<file path="src/rtl/inst_fetch.sv">
`default_nettype none
// ============================================================================
// Module      : inst_fetch
// Description : Instruction-fetch stage. Fetches the word at the PC's current
//               address over a req/ack memory handshake, stalls the PC until
//               that word is captured, and loads the IF/ID register. A
//               one-entry skid buffer absorbs decode back-pressure; a jump
//               flush discards in-flight and buffered instructions.
// Revision    : 1.0 - initial release
// ----------------------------------------------------------------------------
// Ports
//   clk, rst      : clock, asynchronous active-high reset
//   i_pc_addr     : current fetch address from the PC
//   o_pc_stall    : hold the PC (PC stall input)
//   i_flush       : jump taken this cycle
//   o_imem_req    : fetch request
//   o_imem_addr   : fetch address, stable until ack
//   i_imem_ack    : one-cycle response strobe
//   i_imem_rdata  : instruction word, valid with ack
//   i_id_stall    : decode cannot accept a new IF/ID entry
//   o_ifid_valid  : IF/ID holds a live instruction
//   o_ifid_pc     : address of the held instruction
//   o_ifid_pc4    : o_ifid_pc + 4
//   o_ifid_instr  : held instruction (NOP_INSTR when invalid)
// ============================================================================
module inst_fetch #(
  parameter int                    WORD_WIDTH = 32,
  parameter logic [WORD_WIDTH-1:0] NOP_INSTR  = 32'h0000_0000
) (
  input  logic                  clk,
  input  logic                  rst,
  input  logic [WORD_WIDTH-1:0] i_pc_addr,
  output logic                  o_pc_stall,
  input  logic                  i_flush,
  output logic                  o_imem_req,
  output logic [WORD_WIDTH-1:0] o_imem_addr,
  input  logic                  i_imem_ack,
  input  logic [WORD_WIDTH-1:0] i_imem_rdata,
  input  logic                  i_id_stall,
  output logic                  o_ifid_valid,
  output logic [WORD_WIDTH-1:0] o_ifid_pc,
  output logic [WORD_WIDTH-1:0] o_ifid_pc4,
  output logic [WORD_WIDTH-1:0] o_ifid_instr
);

  typedef enum logic [1:0] {
    ST_REQ  = 2'd0,
    ST_HOLD = 2'd1,
    ST_DROP = 2'd2
  } state_t;

  state_t                r_state;
  state_t                w_state_nxt;

  logic                  r_ifid_valid;
  logic [WORD_WIDTH-1:0] r_ifid_pc;
  logic [WORD_WIDTH-1:0] r_ifid_pc4;
  logic [WORD_WIDTH-1:0] r_ifid_instr;

  logic                  r_skid_valid;
  logic [WORD_WIDTH-1:0] r_skid_pc;
  logic [WORD_WIDTH-1:0] r_skid_pc4;
  logic [WORD_WIDTH-1:0] r_skid_instr;

  logic [WORD_WIDTH-1:0] r_drop_addr;

  logic                  w_out_free;
  logic                  w_fetch_ok;
  logic                  w_load_ifid_mem;
  logic                  w_load_skid;
  logic                  w_load_ifid_skid;
  logic                  w_bubble;
  logic                  w_start_drop;
  logic [WORD_WIDTH-1:0] w_pc_plus4;

  assign w_out_free       = !r_ifid_valid || !i_id_stall;
  assign w_pc_plus4       = i_pc_addr + WORD_WIDTH'(4);

  // A word returned in REQ is kept only when no jump is being taken.
  assign w_fetch_ok       = (r_state == ST_REQ) && i_imem_ack && !i_flush;
  assign w_load_ifid_mem  = w_fetch_ok && w_out_free;
  assign w_load_skid      = w_fetch_ok && !w_out_free;
  assign w_load_ifid_skid = (r_state == ST_HOLD) && r_skid_valid && !i_flush && !i_id_stall;
  assign w_bubble         = (r_state == ST_REQ) && !i_imem_ack && !i_flush && !i_id_stall;
  // The pending request cannot be withdrawn, so its address is remembered
  // while the PC moves on to the jump target.
  assign w_start_drop     = (r_state == ST_REQ) && i_flush && !i_imem_ack;

  assign o_imem_req   = (r_state == ST_REQ) || (r_state == ST_DROP);
  assign o_imem_addr  = (r_state == ST_DROP) ? r_drop_addr : i_pc_addr;
  // Acks during reset must not advance the PC.
  assign o_pc_stall   = rst || !(i_flush || ((r_state == ST_REQ) && i_imem_ack));

  assign o_ifid_valid = r_ifid_valid;
  assign o_ifid_pc    = r_ifid_pc;
  assign o_ifid_pc4   = r_ifid_pc4;
  assign o_ifid_instr = r_ifid_instr;

  always_ff @(posedge clk or posedge rst) begin
    if (rst) begin
      r_state <= ST_REQ;
    end else begin
      r_state <= w_state_nxt;
    end
  end

  always_comb begin
    w_state_nxt = r_state;
    case (r_state)
      ST_REQ: begin
        if (w_start_drop) begin
          w_state_nxt = ST_DROP;
        end else if (w_load_skid) begin
          w_state_nxt = ST_HOLD;
        end
      end
      ST_HOLD: begin
        if (i_flush || !i_id_stall) begin
          w_state_nxt = ST_REQ;
        end
      end
      ST_DROP: begin
        // A further flush leaves the stale request outstanding.
        if (!i_flush && i_imem_ack) begin
          w_state_nxt = ST_REQ;
        end
      end
      default: w_state_nxt = ST_REQ;
    endcase
  end

  // IF/ID register; the instruction word is forced to NOP whenever the
  // entry is invalidated so the output needs no combinational mux.
  always_ff @(posedge clk or posedge rst) begin
    if (rst) begin
      r_ifid_valid <= 1'b0;
      r_ifid_pc    <= '0;
      r_ifid_pc4   <= '0;
      r_ifid_instr <= NOP_INSTR;
    end else if (i_flush || w_bubble) begin
      r_ifid_valid <= 1'b0;
      r_ifid_instr <= NOP_INSTR;
    end else if (w_load_ifid_mem) begin
      r_ifid_valid <= 1'b1;
      r_ifid_pc    <= i_pc_addr;
      r_ifid_pc4   <= w_pc_plus4;
      r_ifid_instr <= i_imem_rdata;
    end else if (w_load_ifid_skid) begin
      r_ifid_valid <= 1'b1;
      r_ifid_pc    <= r_skid_pc;
      r_ifid_pc4   <= r_skid_pc4;
      r_ifid_instr <= r_skid_instr;
    end
  end

  always_ff @(posedge clk or posedge rst) begin
    if (rst) begin
      r_skid_valid <= 1'b0;
      r_skid_pc    <= '0;
      r_skid_pc4   <= '0;
      r_skid_instr <= NOP_INSTR;
    end else if (i_flush || w_load_ifid_skid) begin
      r_skid_valid <= 1'b0;
    end else if (w_load_skid) begin
      r_skid_valid <= 1'b1;
      r_skid_pc    <= i_pc_addr;
      r_skid_pc4   <= w_pc_plus4;
      r_skid_instr <= i_imem_rdata;
    end
  end

  always_ff @(posedge clk or posedge rst) begin
    if (rst) begin
      r_drop_addr <= '0;
    end else if (w_start_drop) begin
      r_drop_addr <= i_pc_addr;
    end
  end

endmodule
`default_nettype wire

</file>
<file path="config.mk">
export PLATFORM = sky130hd
export DESIGN_NAME = inst_fetch
export DESIGN_NICKNAME = d
export VERILOG_FILES = /design/src/rtl/inst_fetch.sv
export SDC_FILE = /design/constraint.sdc
export NUM_CORES = 1
export LEC_CHECK = 0
export CORE_MARGIN = 3
export CORE_UTILIZATION = 37
export CTS_CLUSTER_DIAMETER = 30
export CTS_CLUSTER_SIZE = 12
export DETAILED_ROUTE_END_ITERATION = 7
export SETUP_SLACK_MARGIN = 0.3
export SLEW_MARGIN = 20
export SYNTH_ARGS = -nofsm -noshare
export SYNTH_HDL_FRONTEND = slang
export SYNTH_SLANG_ARGS = --single-unit
</file>
<file path="constraint.sdc">
create_clock -name clk -period 11.48 [get_ports clk]
set_clock_uncertainty 0.05 [all_clocks]
set_input_delay 2.296 -clock clk [delete_from_list [all_inputs] [get_ports clk]]
set_output_delay 2.296 -clock clk [all_outputs]
set_load 0.005 [all_outputs]
</file>
==> key figures <==
Outcome
  • Status: completed

Worst setup path
  • Crit Path Max Fanout: 5
  • CP required: 9.13 ns
  • Setup crit end kind: output port
  • Cell Chain, Critical Path: clkdlybuf4s50_1 -> inv_1 -> nor3_1 -> o21ai_0 -> clkdlybuf4s50_1
  • Crit path DAT: 4.17 ns
  • Buf+Inv Stages, Crit Path: 3
  • Kind of critical path: in2out
  • Delay-heaviest family, CP: buffers and inverters
  • Startpoint types: primary input
  • CP max stage delay: 0.60 ns
  • Crit-path most repeated cell: clkdlybuf4s50_1
  • Max stage delay cell, worst path: nor3_1

Logic synthesis
  • Post-Syn Nets: 1137
  • Seq cells post-synth: 224
  • Sequential area share after synthesis: 55.7%
  • Top_reg_cell synth: dfrtp_1
  • Post-Syn Area per Cell: 9.44 sq um
  • Number of synthesized flops with an enable pin: 0
  • Post-synthesis async set-or-reset flop share: 100%
  • Top-area cell type share of the netlist area: 55.7%
  • Leading area contributor after synthesis: dfrtp_1
  • Yosys cell types: 43
  • Syn. warnings: 0
  • Netlist Area Pre-Place: 10100 sq um
  • Dominant cells by area after synthesis: dfrtp_1 56%, nand2_1 13%, mux2_2 7.5%
  • Cells after Synth: 1067

Floorplanning
  • Num rows: 59
  • Initial Util: 38.1%
  • Height of the chip: 171 um
  • Ports: 200
  • Die W: 171 um
  • Core area: 26400 sq um
  • Area of the die: 29200 sq um

STA
  • Part of the cycle the worst path needs: 56.8%
  • Max transition margin: 33.0%
  • RSZ-0062 raised after global routing: false
  • FMAX: 153 MHz
  • Fin crit period: 6.52 ns
  • Setup Total Neg Slack: 0 ns
  • Final Hold Viols: 0
  • WHS: 0.419 ns
  • Final setup viols: 0
  • Slew at the pin closest to its max-slew limit: 1.00 ns
  • Slew Limit Fails: 0

Cells and area
  • Commonest non-fill, non-tap cell in the layout: nand2_1
  • Most frequent cells in the layout: 346 x nand2_1, 224 x dfrtp_1, 199 x clkdlybuf4s50_1, 103 x nor2_1, 67 x mux2_2
  • Layout fillers: 2385
  • Area Overhead vs Synth: 40.0%
  • Final nets: 1318
  • Share of layout cells above drive strength 1: 14.0%
  • Antenna Cells: 0

Power
  • Power Density: 221 nW/um^2
  • LEAKAGE: 6.49 nW
  • Peak supply drop: 0.0996 mV
  • Overall power: 3.12 mW

Clock network
  • CTS tree: done
  • Clk root buf: clkbuf_16
  • Cts bufs inserted: 52
  • Clock slew at the register clock pins of the worst setup and hold paths: 0.04 ns
  • Clk_lat worst skew: 0.53 ns
  • Setup Fix Bufs, Post-CTS: 0
  • CTS max path bufs: 3
  • H-tree levels: 2
  • Gates resized, CTS repair: 0
  • Clock sinks: 224
  • CTS Hold Bufs: 0

Routing
  • Post-DR vias/cell: 5.10
  • DRC viols: 0
  • Drt wl/cell: 17.6 um
  • Final ANT Viol Nets: 0
  • DRT Wirelength: 28700 um
  • DR iter-0 viols: 560
  • Via count: 8294
  • Drt pass-1 iters: 5

GRT
  • First-pass GRT wire length: 45900 um
  • Total Routing Usage GR: 19.6%
  • Gr ovfl total: 0
  • Initial antenna violation count: 0
  • Vias in the first global route: 8222
  • Largest net degree at the start of global routing: 91

Run
  • MaxCap Viol Count: 0

Placed design
  • GPL Wtd Cong: 0.799
  • Final HPWL DP: 17000 um
  • PortBufs: 199

Min path
  • Worst Hold Class: reg2reg
state kept, by name, indices dropped and copies added, names as in the netlist:
name          count
r_drop_addr      32
r_skid_instr     32
o_ifid_instr     32
r_skid_pc4       30
r_skid_pc        32
r_state           2
o_ifid_valid      1
o_ifid_pc4       30
r_skid_valid      1
o_ifid_pc        32
synth_stat cells, drive strengths merged (3+ instances only):
cell type    n
dfrtp      224
inv          6
nor2       105
mux2        68
nand4       11
o21ai       41
nand2      348
xnor2        9
a21oi       26
clkbuf      46
nor3         3
nand3       10
and4         5
xor2        19
a221oi      32
buf         36
and3        29
a31oi       33
worst min-delay path, cell delays in order, from the launching register on:
cell and delay, ns:
dfrtp_1 0.33, nand2_1 0.05, nand2_1 0.05
cell type report:
type / count / area (sq um) / area share, %
Clock buffer: 68 / 1430 / 10.2
Clock inverter: 28 / 424 / 3.01
Inverter: 6 / 30.0 / 0.213
Multi-Input combinational cell: 755 / 4110 / 29.1
Sequential cell: 224 / 5610 / 39.7
Tap cell: 335 / 419 / 2.97
Timing Repair Buffer: 209 / 2090 / 14.8
cell families (layout without fill, tap and decap cells):
| logic type | Yosys count | count (layout) | synth area share, % |
|---|---|---|---|
| simple gates | 522 | 522 | 21.7 |
| buf+inv | 88 | 311 | 3.99 |
| fa+ha+maj | 1 | 1 | 0.124 |
| mux | 69 | 69 | 7.70 |
| xor+xnor | 28 | 28 | 2.43 |
| compound gates | 135 | 135 | 8.40 |
| flops | 224 | 224 | 55.7 |
layer usage:
layer  up-vias  part of all wire (%)  GRT usage [%]
met1      4042                    44           26.1
met4         0                   2.7           6.51
li1       3951                     -              -
met5         -                     0              0
met3        59                   6.0           4.53
met2       242                    48           31.7
metrics by stage:
stage               utilization [%]  instances  instance area, sq um  worst slack, ns
global route                   53.4       1625                 14100             4.85
floorplan                         -       1067                 10100             1.49
detailed placement             46.3       1529                 12200             4.99
CTS                            53.4       1625                 14100             4.97
global placement               46.2       1528                 12200             5.05
finish                         53.4       1625                 14100             4.96
report_power, final:
part / internal [mW] / switching [mW] / leakage, nW
logic: 0.304 / 0.211 / 2.78
clock network: 1.10 / 0.453 / 0.916
registers: 0.960 / 0.0900 / 2.79
total: 2.36 / 0.755 / 6.49
path summary, 6_finish.rpt:
check	from	end	slack [ns]	cells after the start
worst min register to register	r_skid_pc[3]$_DFFE_PP0P_	r_skid_pc[3]$_DFFE_PP0P_	0.42	2
worst min-delay path	r_skid_pc[3]$_DFFE_PP0P_	r_skid_pc[3]$_DFFE_PP0P_	0.42	2
worst max register to register	r_state[0]$_DFFE_PP0P_	r_skid_pc4[19]$_DFFE_PP0P_	8.46	5
min in group asynchronous	rst	r_skid_instr[6]$_DFFE_PP0P_	2.21	2
worst max-delay path	i_imem_ack	o_pc_stall	4.96	5
max in group asynchronous	rst	o_ifid_pc4[2]$_DFFE_PP0P_	6.98	4
Note: power is estimated with default switching activity, not from simulation.
